--- config.mk ---
export PLATFORM = sky130hd
export DESIGN_NAME = nvmain_cmd_issuer
export DESIGN_NICKNAME = d
export VERILOG_FILES = /design/src/rtl/nvmain_cmd_issuer.sv
export SDC_FILE = /design/constraint.sdc
export NUM_CORES = 1
export LEC_CHECK = 0
export CAP_MARGIN = 5
export CORE_MARGIN = 1
export CORE_UTILIZATION = 40
export CTS_CLUSTER_DIAMETER = 100
export DETAILED_ROUTE_END_ITERATION = 6
export PLACE_DENSITY = 0.69
export SKIP_LAST_GASP = 1
export SYNTH_ARGS = -nofsm -noshare
export SYNTH_HDL_FRONTEND = slang
export SYNTH_SLANG_ARGS = --single-unit
--- constraint.sdc ---
create_clock -name clk -period 6 [get_ports clk]
set_clock_uncertainty 0.15 [all_clocks]
set_input_delay 0.6 -clock clk [delete_from_list [all_inputs] [get_ports clk]]
set_output_delay 0.6 -clock clk [all_outputs]
set_load 0.02 [all_outputs]
--- src/rtl/nvmain_cmd_issuer.sv ---
// Initiator for the NVMain command interface: lowercase query, wait verdict, uppercase issue.
// Latency: accept->query strobe 1 cycle, verdict->issue strobe 1 cycle, issue->done 1 cycle.
// Backpressure: req_ready only in IDLE; one request in flight, rejects retried after a gap.
//
// Ports:
//   clk, reset           clock, asynchronous active-high reset
//   req_*                request handshake and fields (type, a1..a4)
//   command_enable,arg*  one-cycle command strobe and its 5-field argument bus
//   rsp_valid/issuable   harness verdict for the outstanding query
//   done, err, err_code  completion / abandonment pulses; err_code holds last value
// Optional: define NVMAIN_CMD_TRACE_EN to print every command sent and every error.
module nvmain_cmd_issuer #(
  parameter int RETRY_GAP   = 4,
  parameter int MAX_RETRY   = 8,
  parameter int RSP_TIMEOUT = 16
) (
  input  logic        clk,
  input  logic        reset,
  input  logic        req_valid,
  output logic        req_ready,
  input  logic [1:0]  req_type,
  input  logic [31:0] req_a1,
  input  logic [31:0] req_a2,
  input  logic [31:0] req_a3,
  input  logic [7:0]  req_a4,
  output logic        command_enable,
  output logic [7:0]  arg0,
  output logic [31:0] arg1,
  output logic [31:0] arg2,
  output logic [31:0] arg3,
  output logic [7:0]  arg4,
  input  logic        rsp_valid,
  input  logic        rsp_issuable,
  output logic        done,
  output logic        err,
  output logic [1:0]  err_code
);

  typedef enum logic [2:0] {
    S_IDLE, S_QUERY, S_WAIT_RSP, S_BACKOFF, S_ISSUE, S_DONE, S_ERR
  } state_t;

  localparam logic [15:0] TIMER_LAST  = 16'(RSP_TIMEOUT - 1);
  localparam logic [15:0] GAP_LAST    = 16'(RETRY_GAP - 1);
  localparam logic [7:0]  RETRY_LIMIT = 8'(MAX_RETRY);

  state_t      r_state, w_state_nxt;
  logic [15:0] r_timer, w_timer_nxt;
  logic [7:0]  r_retry, w_retry_nxt;
  logic [1:0]  r_err_code, w_err_code_nxt;
  logic [1:0]  r_type;
  logic [7:0]  r_arg0;
  logic [31:0] r_arg1, r_arg2, r_arg3;
  logic [7:0]  r_arg4;
  logic        w_accept;
  logic        w_to_issue;

  // Every 2-bit type maps to a legal lowercase opcode.
  function automatic logic [7:0] f_lower(input logic [1:0] t);
    case (t)
      2'd0:    f_lower = 8'h72;  // 'r'
      2'd1:    f_lower = 8'h77;  // 'w'
      2'd2:    f_lower = 8'h6C;  // 'l'
      default: f_lower = 8'h63;  // 'c'
    endcase
  endfunction

  always_ff @(posedge clk or posedge reset) begin
    if (reset) r_state <= S_IDLE;
    else       r_state <= w_state_nxt;
  end

  always_comb begin
    w_state_nxt    = r_state;
    w_timer_nxt    = r_timer;
    w_retry_nxt    = r_retry;
    w_err_code_nxt = r_err_code;
    w_accept       = 1'b0;
    w_to_issue     = 1'b0;
    req_ready      = 1'b0;
    command_enable = 1'b0;
    done           = 1'b0;
    err            = 1'b0;
    case (r_state)
      S_IDLE: begin
        req_ready = 1'b1;
        if (req_valid) begin
          w_accept    = 1'b1;
          w_state_nxt = S_QUERY;
        end
      end
      S_QUERY: begin
        command_enable = 1'b1;
        w_timer_nxt    = 16'd0;
        w_state_nxt    = S_WAIT_RSP;
      end
      S_WAIT_RSP: begin
        w_timer_nxt = r_timer + 16'd1;
        // A verdict on the final timeout cycle takes priority over the timeout.
        if (rsp_valid) begin
          if (rsp_issuable) begin
            w_to_issue  = 1'b1;
            w_state_nxt = S_ISSUE;
          end else begin
            w_retry_nxt = r_retry + 8'd1;
            if (r_retry + 8'd1 == RETRY_LIMIT) begin
              w_err_code_nxt = 2'd1;
              w_state_nxt    = S_ERR;
            end else begin
              w_timer_nxt = 16'd0;
              w_state_nxt = S_BACKOFF;
            end
          end
        end else if (r_timer == TIMER_LAST) begin
          w_err_code_nxt = 2'd2;
          w_state_nxt    = S_ERR;
        end
      end
      S_BACKOFF: begin
        if (r_timer == GAP_LAST) begin
          w_state_nxt = S_QUERY;
        end else begin
          w_timer_nxt = r_timer + 16'd1;
        end
      end
      S_ISSUE: begin
        command_enable = 1'b1;
        w_state_nxt    = S_DONE;
      end
      S_DONE: begin
        done        = 1'b1;
        w_retry_nxt = 8'd0;
        w_state_nxt = S_IDLE;
      end
      S_ERR: begin
        err         = 1'b1;
        w_retry_nxt = 8'd0;
        w_state_nxt = S_IDLE;
      end
      default: w_state_nxt = S_IDLE;
    endcase
  end

  // Argument registers double as the request buffer: they load on the accept
  // edge, which is also the edge on which the query strobe rises.
  always_ff @(posedge clk or posedge reset) begin
    if (reset) begin
      r_timer    <= 16'd0;
      r_retry    <= 8'd0;
      r_err_code <= 2'd0;
      r_type     <= 2'd0;
      r_arg0     <= 8'd0;
      r_arg1     <= 32'd0;
      r_arg2     <= 32'd0;
      r_arg3     <= 32'd0;
      r_arg4     <= 8'd0;
    end else begin
      r_timer    <= w_timer_nxt;
      r_retry    <= w_retry_nxt;
      r_err_code <= w_err_code_nxt;
      if (w_accept) begin
        r_type <= req_type;
        r_arg0 <= f_lower(req_type);
        r_arg1 <= req_a1;
        r_arg2 <= req_a2;
        r_arg3 <= req_a3;
        r_arg4 <= req_a4;
      end
      if (w_to_issue) begin
        r_arg0 <= f_lower(r_type) - 8'h20;  // uppercase opcode
      end
    end
  end

  assign arg0     = r_arg0;
  assign arg1     = r_arg1;
  assign arg2     = r_arg2;
  assign arg3     = r_arg3;
  assign arg4     = r_arg4;
  assign err_code = r_err_code;

`ifdef NVMAIN_CMD_TRACE_EN
  always_ff @(posedge clk) begin
    if (command_enable)
      $display("[+](cmd_issuer) SEND: [ %h, %0d, %0d, %0d, %h ]", arg0, arg1, arg2, arg3, arg4);
    if (err)
      $display("[+](cmd_issuer) ERR: err_code=%0d req_type=%0d", err_code, r_type);
  end
`else
  // Trace disabled: no simulation output.
`endif

endmodule

==> reports/qor.csv, run 1 <==
stage,metric,value,unit
synthesis,yosys_register_bits,142,
status,status,"complete, no violations",
placed_design,numPlacedInstances,1083,
synthesis,async_reset_ff_frac,1.00,
critical_path,crit_required,5.25,ns
placed_design,io_buffers,227,
floorplanning,die_h,127,um
synthesis,syn_area_per_cell,8.89,um2
clock_tree,cts-buffers-inserted,17,
route,drcViolationCount,0,
cells_and_area,diodes,0,
floorplanning,die_area,16100,um2
grt,grt_overflow,0,
clock_tree,cts_hold_buf,0,
job,cap_violations,0,
synthesis,synthDistinctLibCells,55,
critical_path,start_kind,flop,
grt,grt_pass1_vias,4989,
timing,maxSlewHeadroom,0.237,
route,drtIter0Drc,272,
clock_tree,path_clk_slew,0.06,ns
timing,worstMarginPinSlew,1.14,ns
route,wl,16100,um
timing,rsz0062_at_grt,no,
timing,post-route-period-util,0.520,
floorplanning,fp.dieW,127,um
cells_and_area,fin_nets,1038,
synthesis,synth_nets,826,
clock_tree,htree_levels,4,
min_path,hold_path.class,reg2reg,
critical_path,criticalPathCategory,reg2out,
timing,finalSetupViolCount,0,
timing,finalHoldWorstSlack,0.319,ns
critical_path,startpoint,r_state[1]$_DFFE_PP0P_,
cells_and_area,drive_gt1_frac,0.0507,
min_path,min-delay-start,arg3[4]$_DFFE_PP0P_,
synthesis,synthFlopType,dfrtp_1,
cells_and_area,fill_cells,1335,
cells_and_area,multi_input_area,2490,um2
floorplanning,coreArea,15200,um2
timing,hold_violations,0,
timing,timing.fmax,320,MHz
timing,post-route-min-period,3.12,ns
cells_and_area,final_cells,1115,
route,wl_per_cell,14.5,um
clock_tree,clock-root-buffer,clkbuf_16,
critical_path,worstSetupEndpointType,output pin,
clock_tree,cts_tree,done,
synthesis,netlist_area,6240,um2
critical_path,cp_data_arrival_time,2.37,ns
pwr,powerDensity,514,nW/um2
synthesis,synth_edf_count,0,
cells_and_area,seqCellArea,3550,um2
route,num_vias,5340,
pwr,leakage,4.34,nW
critical_path,cp_max_fo,18,
clock_tree,cts_sinks,142,
grt,grt_max_degree,110,
synthesis,yosysWarnings,0,
timing,maxSlewViolCount,0,
route,viasPerCell,4.79,
floorplanning,initial_utilization,0.411,
timing,fin_tns_setup,0,ns
clock_tree,post_cts_resized,0,
clock_tree,cts_buffer_depth,2,
grt,gr-usage-all-layers,0.206,
grt,antenna_found_initial,0,
placed_design,place.gp.congestion,0.798,
placed_design,hpwlAfterDp,11000,um
clock_tree,post_cts_buffers,0,
route,firstDrtPassIters,4,
grt,grt_pass1_wl,25800,um
clock_tree,clock_latency,0.41,ns
route,ant_nets,0,
synthesis,syn_inst,702,
synthesis,synth_seq_area_share,0.569,
cells_and_area,area_growth_syn_to_layout,47.9,%
floorplanning,fp-row-count,45,
critical_path,r2r_start,r_state[1]$_DFFE_PP0P_,
pwr,ir_drop,0.000267,V
floorplanning,io_pins,229,
==> per-layer routing <==
metal | up-vias | global-route usage | part of all wire
li1 | 2701 | - | -
met1 | 2435 | 0.261 | 0.44
met2 | 177 | 0.325 | 0.46
met3 | 27 | 0.0683 | 0.072
met4 | 0 | 0.0840 | 0.023
met5 | - | 0 | 0
==> sequential cells by signal, summed over array words and instances (netlist names) <==
register / count
err_code: 2
arg4: 8
r_timer: 16
arg3: 32
arg1: 32
r_retry: 8
r_state: 3
arg0: 7
arg2: 32
r_type: 2
==> worst paths after layout <==
| kind | end | cells past startpoint | slack [ns] |
|---|---|---|---|
| max | req_ready | 2 | 2.88 |
| min | arg3[4]$_DFFE_PP0P_ | 2 | 0.32 |
| max reg2reg | arg2[8]$_DFFE_PP0P_ | 5 | 3.11 |
| min reg2reg | arg3[4]$_DFFE_PP0P_ | 2 | 0.32 |
| max in group asynchronous | arg1[10]$_DFFE_PP0P_ | 3 | 3.92 |
| min in group asynchronous | arg3[24]$_DFFE_PP0P_ | 2 | 0.55 |
==> final cells by class <==
type,count,area share
inverters,9,0.00420
clock inverters,10,0.0175
flip-flops and latches,142,0.385
repair buffers,230,0.248
multi-input cells,514,0.269
clock buffers,22,0.0503
well taps,188,0.0255
==> power by group <==
part	leakage [nW]	switching, W	total, W	internal, W
clock	0.296	0.000391	0.00111	0.000717
combinational	2.25	0.00115	0.00206	0.000910
sequential	1.80	0.000247	0.00158	0.00133
==> critical path, cell delays in order (launching register included) <==
cell and delay, ns:
dfrtp_1 0.58, nor3_1 0.63, clkdlybuf4s50_1 0.75
==> cell usage after synthesis (2+ instances only) <==
| cell | count | area share |
|---|---|---|
| nor3_1 | 4 | 0.0032 |
| nand3_1 | 10 | 0.0080 |
| nand2_1 | 336 | 0.20 |
| dfrtp_1 | 142 | 0.57 |
| or4_1 | 6 | 0.0072 |
| a22oi_1 | 2 | 0.0024 |
| inv_1 | 9 | 0.0054 |
| a21oi_1 | 16 | 0.013 |
| nand4_1 | 7 | 0.0070 |
| nor3b_1 | 2 | 0.0024 |
| xnor2_1 | 3 | 0.0042 |
| nor4_1 | 3 | 0.0030 |
| nor2b_1 | 5 | 0.0050 |
| buf_2 | 8 | 0.0064 |
| and4_1 | 2 | 0.0028 |
| and3_1 | 4 | 0.0040 |
| nand2b_1 | 4 | 0.0040 |
| o21ai_0 | 22 | 0.018 |
| clkbuf_1 | 25 | 0.015 |
| and4_4 | 2 | 0.0036 |
| or3_1 | 4 | 0.0040 |
| and2_1 | 3 | 0.0030 |
| buf_6 | 2 | 0.0036 |
| nor2_1 | 25 | 0.015 |
| ha_1 | 13 | 0.026 |
| xor2_1 | 3 | 0.0042 |
| o31ai_1 | 11 | 0.013 |
| o32ai_1 | 2 | 0.0028 |
==> kinds of logic (layout without fill, tap and decap cells) <==
family	after synthesis	after routing	share of synthesized area
fa+ha+maj	13	13	0.0261
compound gates	69	69	0.0756
other cells	1	1	0.000601
flops	142	142	0.569
simple gates	424	424	0.285
buf+inv	46	271	0.0339
mux	1	1	0.00160
xor+xnor	6	6	0.00842
==> metrics by stage <==
stage / util / setup WS, ns / cell area [um2] / total power [W]
floorplan: - / 1.44 / 6240 / 0.00273
global placement: 0.566 / 3.06 / 8610 / 0.00365
detailed placement: 0.566 / 3.05 / 8610 / 0.00367
CTS: 0.608 / 2.89 / 9240 / 0.00481
global route: 0.608 / 2.79 / 9240 / 0.00506
finish: 0.608 / 2.88 / 9240 / 0.00475
==> placed cells by master (no fill, tap or decap), drive strengths merged, types with 2 or more instances in the layout <==
cell,n
nand2,336
clkdlybuf4s50,227
dfrtp,142
nor2,25
o21ai,22
clkbuf,22
a21oi,17
ha,13
o31ai,11
nand3,10
inv,9
nand4,8
or4,7
or3,6
nor2b,5
and3,5
nand2b,4
nor3,4
bufinv,4
and4,4
xnor2,3
nor4,3
xor2,3
clkinvlp,3
buf,3
and2,3
clkinv,3
nor3b,2
o32ai,2
a22oi,2
(Power assumes the default switching activity.)
==> run 2: changes to the inputs <==
--- a/config.mk
+++ b/config.mk
@@ -10,7 +10,7 @@
 export CORE_UTILIZATION = 40
 export CTS_CLUSTER_DIAMETER = 100
 export DETAILED_ROUTE_END_ITERATION = 6
-export PLACE_DENSITY = 0.69
+export PLACE_DENSITY = 0.72
 export SKIP_LAST_GASP = 1
 export SYNTH_ARGS = -nofsm -noshare
 export SYNTH_HDL_FRONTEND = slang
==> constraint.sdc (replaced) <==
create_clock -name clk -period 2.6 [get_ports clk]
set_clock_uncertainty 0.15 [all_clocks]
set_input_delay 0.26 -clock clk [delete_from_list [all_inputs] [get_ports clk]]
set_output_delay 0.26 -clock clk [all_outputs]
set_load 0.02 [all_outputs]
==> reports/qor.csv, run 2 (synthesized netlist as in run 1, its figures left out) <==
stage,metric,value,unit,change
timing,post-route-period-util,0.946,,
route,wl,16200,um,was 16100 um
pwr,sw_frac_of_total,0.382,,was 0.377
route,ant_nets,0,,unchanged
clock_tree,cts-buffers-inserted,17,,unchanged
cells_and_area,diodes,0,,unchanged
job,cap_violations,0,,unchanged
critical_path,critPathBufInv,1,,unchanged
timing,finalHoldWorstSlack,0.130,ns,was 0.319 ns
clock_tree,cts_tree,done,,unchanged
grt,gr-usage-all-layers,0.209,,was 0.206
cells_and_area,final_common_cell,nand2_1,,unchanged
timing,worstMarginPinSlew,0.510,ns,was 1.14 ns
clock_tree,post_cts_buffers,0,,unchanged
critical_path,slowest_stage,clkdlybuf4s50_1,,unchanged
pwr,ir_drop,0.000581,V,was 0.000267 V
grt,grt_pass1_vias,5193,,was 4989
clock_tree,htree_levels,4,,unchanged
floorplanning,initial_utilization,0.411,,unchanged
timing,maxSlewHeadroom,0.660,,was 0.237
timing,finalSetupViolCount,0,,unchanged
floorplanning,fp.dieW,127,um,unchanged
status,status,"complete, no violations",,unchanged
timing,fin_tns_setup,0,ns,unchanged
route,drtIter0Drc,200,,was 272
timing,rsz0062_at_grt,no,,unchanged
pwr,leakage,4.42,nW,was 4.34 nW
pwr,pwr-share-comb,0.447,,was 0.434
placed_design,place.gp.congestion,0.804,,was 0.798
pwr,p_int,0.00681,W,was 0.00296 W
clock_tree,path_clk_slew,0.06,ns,about the same
route,num_vias,5429,,was 5340
grt,grt_overflow,0,,unchanged
cells_and_area,final_core_util,0.617,,was 0.608
cells_and_area,fill_cells,1333,,was 1335
timing,timing.fmax,406,MHz,
clock_tree,cts_sinks,142,,unchanged
clock_tree,cts_buffer_depth,2,,unchanged
grt,grt_max_degree,71,,was 110
timing,post-route-min-period,2.46,ns,
floorplanning,die_h,127,um,unchanged
critical_path,cpLargestDelayFamily,buffers and inverters,,unchanged
timing,hold_violations,0,,unchanged
floorplanning,die_area,16100,um2,unchanged
critical_path,worstSetupEndpointType,output pin,,unchanged
timing,maxSlewViolCount,0,,unchanged
critical_path,cp_max_fo,17,,was 18
cells_and_area,area_growth_syn_to_layout,50.1,%,was 47.9%
critical_path,max_stage_delay,0.62,ns,was 0.75 ns
critical_path,criticalPathCategory,reg2out,,unchanged
pwr,pwr-share-clk,0.226,,was 0.233
pwr,power_frac_seq,0.327,,was 0.333
placed_design,io_buffers,227,,unchanged
grt,grt_pass1_wl,26300,um,was 25800 um
clock_tree,clock_latency,0.42,ns,was 0.41 ns
pwr,powerDensity,1180,nW/um2,was 514 nW/um2
cells_and_area,drive_gt1_frac,0.0660,,was 0.0507
critical_path,start_kind,flop,,unchanged
cells_and_area,fin_nets,1050,,was 1038
route,viasPerCell,4.82,,was 4.79
placed_design,hpwlAfterDp,11400,um,was 11000 um
cells_and_area,multi_input_area,2490,um2,about the same
critical_path,crit_path_cell_trace,"nand2b_1, a21oi_1, clkdlybuf4s50_1",,"was nor3_1, clkdlybuf4s50_1"
clock_tree,clock-root-buffer,clkbuf_16,,unchanged
cells_and_area,seqCellArea,3550,um2,unchanged
min_path,hold_path.class,in2async,,was reg2reg
cells_and_area,final_cell_mix,"335 x nand2_1, 227 x clkdlybuf4s50_1, 142 x dfrtp_1",,unchanged
route,firstDrtPassIters,4,,unchanged
grt,antenna_found_initial,0,,unchanged
route,drcViolationCount,0,,unchanged
floorplanning,io_pins,229,,unchanged
floorplanning,fp-row-count,45,,unchanged
critical_path,cp_data_arrival_time,2.05,ns,was 2.37 ns
floorplanning,coreArea,15200,um2,unchanged
route,wl_per_cell,14.4,um,was 14.5 um
pwr,p_sw,0.00421,W,was 0.00179 W
critical_path,crit_required,2.19,ns,was 5.25 ns
-- run 2: cell count changes in the layout (fill, tap and decap cells not counted) --
cell / previous run / this run
inv_6: 1 / 2
clkbuf_1: 3 / 1
nor3_2: 0 / 1
clkbuf_8: 2 / 1
clkinv_2: 2 / 3
nor3_1: 4 / 3
buf_12: 0 / 5
bufinv_16: 4 / 3
clkinv_4: 1 / 3
buf_4: 3 / 10
-- run 2: worst paths after layout --
path | start | end | slack [ns] | cells after the start
setup / recovery | r_state[2]$_DFFE_PP0P_ | command_enable | 0.14 | 3
hold / removal | reset | arg1[16]$_DFFE_PP0P_ | 0.13 | 3
setup reg to reg | r_timer[0]$_DFFE_PP0P_ | r_timer[11]$_DFFE_PP0P_ | 0.31 | 6
hold reg to reg | arg2[7]$_DFFE_PP0P_ | arg2[7]$_DFFE_PP0P_ | 0.32 | 2
max in group asynchronous | reset | arg1[23]$_DFFE_PP0P_ | 1.76 | 4
min in group clk | req_a4[0] | arg4[0]$_DFFE_PP0P_ | 0.21 | 3
-- run 2: repair_timing --
item                       CTS  global route
setup endpoints to repair    1             0
resized for setup            1             0
hold buffers                 0             0
-- run 2: worst register-to-register path, delay by kind of cell, from the launching register on --
kind | cells | cell delay (ns)
DFF | 1 | 0.44
adders and majority gates | 1 | 0.26
and+or+nand+nor | 3 | 0.86
AOI/OAI and AO/OA | 2 | 0.50
-- run 2: power by group through the flow --
stage,sequential [W],clock [W],combinational (W)
final,0.00361,0.00249,0.00493
after global routing,0.00372,0.00265,0.00537
after CTS,0.00361,0.00255,0.00500
after detailed placement,0.00363,0,0.00497
after global placement,0.00361,0,0.00491
after floorplan,0.00452,0,0.00178
-- run 2: cell type report --
class,instances,area share
flip-flops and latches,142,0.379
repair buffers,242,0.261
clock buffers,19,0.0473
clock inverters,13,0.0175
inverters,9,0.00400
well taps,188,0.0251
multi-input cells,514,0.266
-- run 2: metrics by stage --
step | cell area (um2) | total power (W) | setup WS [ns] | std cells
floorplan | 6250 | 0.00630 | 0.348 | 702
detailed placement | 8760 | 0.00861 | 0.353 | 1095
finish | 9370 | 0.0110 | 0.140 | 1127
global placement | 8760 | 0.00852 | 0.393 | 1095
global route | 9370 | 0.0117 | 0.0167 | 1127
CTS | 9370 | 0.0112 | 0.106 | 1127
-- run 2: routing by layer --
metal	vias up	GRT usage	part of all wire
met2	168	0.334	0.47
met5	-	0	0
met1	2508	0.263	0.44
li1	2724	-	-
met3	29	0.0607	0.060
met4	0	0.0952	0.029
==> run 3: changes to the inputs <==
--- a/config.mk
+++ b/config.mk
@@ -10,7 +10,7 @@
 export CORE_UTILIZATION = 40
 export CTS_CLUSTER_DIAMETER = 100
 export DETAILED_ROUTE_END_ITERATION = 6
-export PLACE_DENSITY = 0.72
+export PLACE_DENSITY = 0.69
 export SKIP_LAST_GASP = 1
 export SYNTH_ARGS = -nofsm -noshare
 export SYNTH_HDL_FRONTEND = slang
==> constraint.sdc (replaced) <==
create_clock -name clk -period 2.8 [get_ports clk]
set_clock_uncertainty 0.15 [all_clocks]
set_input_delay 0.28 -clock clk [delete_from_list [all_inputs] [get_ports clk]]
set_output_delay 0.28 -clock clk [all_outputs]
set_load 0.02 [all_outputs]
==> reports/qor.csv, run 3 (synthesized netlist as in run 1, its figures left out) <==
stage,metric,value,unit,change
cells_and_area,final_core_util,0.616,,was 0.617
critical_path,startpoint,r_state[1]$_DFFE_PP0P_,,was r_state[2]$_DFFE_PP0P_
critical_path,reg2reg_to,r_timer[10]$_DFFE_PP0P_,,was r_timer[11]$_DFFE_PP0P_
timing,maxSlewHeadroom,0.632,,was 0.660
critical_path,cp_max_fo,18,,was 17
timing,finalSetupViolCount,0,,unchanged
grt,grt_overflow,0,,unchanged
route,wl,16500,um,was 16200 um
clock_tree,htree_levels,4,,unchanged
pwr,powerDensity,1100,nW/um2,was 1180 nW/um2
critical_path,r2r_start,r_timer[0]$_DFFE_PP0P_,,unchanged
critical_path,crit_required,2.37,ns,was 2.19 ns
timing,rsz0062_at_grt,no,,unchanged
critical_path,crit_end,req_ready,,was command_enable
grt,antenna_found_initial,0,,unchanged
clock_tree,cts_sinks,142,,unchanged
timing,fin_tns_setup,0,ns,unchanged
floorplanning,die_area,16100,um2,unchanged
pwr,p_total,0.0103,W,was 0.0110 W
timing,worstMarginPinSlew,0.552,ns,was 0.510 ns
pwr,p_int,0.00637,W,was 0.00681 W
grt,grt_max_degree,68,,was 71
critical_path,worstSetupEndpointType,output pin,,unchanged
grt,gr-usage-all-layers,0.211,,was 0.209
floorplanning,io_pins,229,,unchanged
route,drcViolationCount,0,,unchanged
placed_design,numPlacedInstances,1091,,was 1095
pwr,pwr-share-clk,0.236,,was 0.226
timing,maxSlewViolCount,0,,unchanged
grt,use_met3,0.0595,,was 0.0607
grt,grtUsageMet1,0.270,,was 0.263
cells_and_area,diodes,0,,unchanged
timing,timing.fmax,378,MHz,
cells_and_area,area_growth_syn_to_layout,50.0,%,was 50.1%
route,viasPerCell,4.87,,was 4.82
clock_tree,path_clk_slew,0.06,ns,about the same
timing,post-route-period-util,0.945,,
clock_tree,cts_hold_buf,0,,unchanged
floorplanning,die_h,127,um,unchanged
placed_design,hpwlAfterDp,11600,um,was 11400 um
job,cap_violations,0,,unchanged
cells_and_area,drive_gt1_frac,0.0620,,was 0.0660
pwr,power_frac_seq,0.329,,was 0.327
clock_tree,post_cts_buffers,0,,unchanged
floorplanning,fp-row-count,45,,unchanged
cells_and_area,fin_nets,1046,,was 1050
grt,grt_pass1_wl,26500,um,was 26300 um
critical_path,cp_data_arrival_time,2.22,ns,was 2.05 ns
route,drtIter0Drc,355,,was 200
timing,post-route-min-period,2.65,ns,
clock_tree,cts-buffers-inserted,17,,unchanged
route,wl_per_cell,14.7,um,was 14.4 um
clock_tree,cts_buffer_depth,2,,unchanged
pwr,p_sw,0.00395,W,was 0.00421 W
cells_and_area,final_cells,1123,,was 1127
grt,busiest_layer,met2,,unchanged
floorplanning,coreArea,15200,um2,unchanged
clock_tree,clock_latency,0.42,ns,about the same
pwr,ir_drop,0.000629,V,was 0.000581 V
route,num_vias,5469,,was 5429
critical_path,start_kind,flop,,unchanged
critical_path,criticalPathCategory,reg2out,,unchanged
clock_tree,cts_tree,done,,unchanged
cells_and_area,final_cell_mix,"335 x nand2_1, 227 x clkdlybuf4s50_1, 142 x dfrtp_1",,unchanged
placed_design,io_buffers,227,,unchanged
pwr,pwr-share-comb,0.436,,was 0.447
floorplanning,fp.dieW,127,um,unchanged
min_path,hold_path.class,in2async,,unchanged
cells_and_area,final_common_cell,nand2_1,,unchanged
timing,hold_violations,0,,unchanged
route,firstDrtPassIters,4,,unchanged
critical_path,reg2reg_slack,0.49,ns,was 0.31 ns
critical_path,ff2ff_path_depth,6,,unchanged
clock_tree,post_cts_resized,0,,was 1
placed_design,place.gp.congestion,0.779,,was 0.804
status,status,"complete, no violations",,unchanged
floorplanning,initial_utilization,0.411,,unchanged
grt,grt_pass1_vias,5194,,was 5193
route,ant_nets,0,,unchanged
grt,met2_usage,0.341,,was 0.334
pwr,sw_frac_of_total,0.383,,was 0.382
pwr,leakage,4.40,nW,was 4.42 nW
clock_tree,clock-root-buffer,clkbuf_16,,unchanged
==> run 3: per-layer routing <==
layer,part of all wire,up-vias
met4,0.019,0
met5,0,-
li1,-,2720
met1,0.45,2554
met3,0.064,26
met2,0.46,169
==> run 3: area by class of cell <==
class	instances	area (um2)
fill	1331	5840
sequential	142	3550
multi-input combinational	514	2490
timing repair buffer	238	2420
clock buffer	17	425
tap	188	235
clock inverter	15	208
inverter	9	37.5
==> run 3: worst max-delay path, cell delays in order, from the launching register on <==
cell and delay [ns]:
dfrtp_1 0.58, nor3_1 0.52, clkdlybuf4s50_1 0.70
==> run 3: metrics by stage <==
stage / hold slack (ns) / setup WS (ns) / cell area, um2
final: 0.0539 / 0.153 / 9370
after global routing: 0.0516 / 0.00283 / 9370
after CTS: 0.0425 / 0.138 / 9370
after detailed placement: 0.311 / 0.506 / 8730
after global placement: 0.306 / 0.569 / 8730
after floorplan: 0.212 / 0.548 / 6250
==> run 3: worst min path at each step <==
| stage | endpoint | slack (ns) | cells past startpoint |
|---|---|---|---|
| floorplan | err_code[1]$_DFFE_PP0P_ | 0.21 | 1 |
| global placement | arg2[8]$_DFFE_PP0P_ | 0.31 | 2 |
| detailed placement | arg1[16]$_DFFE_PP0P_ | 0.31 | 2 |
| CTS | r_timer[12]$_DFFE_PP0P_ | 0.04 | 2 |
| global route | r_timer[12]$_DFFE_PP0P_ | 0.05 | 2 |
| finish | r_timer[12]$_DFFE_PP0P_ | 0.05 | 2 |
==> run 3: power by group through the flow <==
stage                     Clock, W  Combinational (W)  Sequential, W
after floorplan                  0            0.00165        0.00420
after global placement           0            0.00450        0.00338
after detailed placement         0            0.00454        0.00341
after CTS                  0.00248            0.00456        0.00339
after global routing       0.00257            0.00492        0.00350
final                      0.00243            0.00449        0.00339
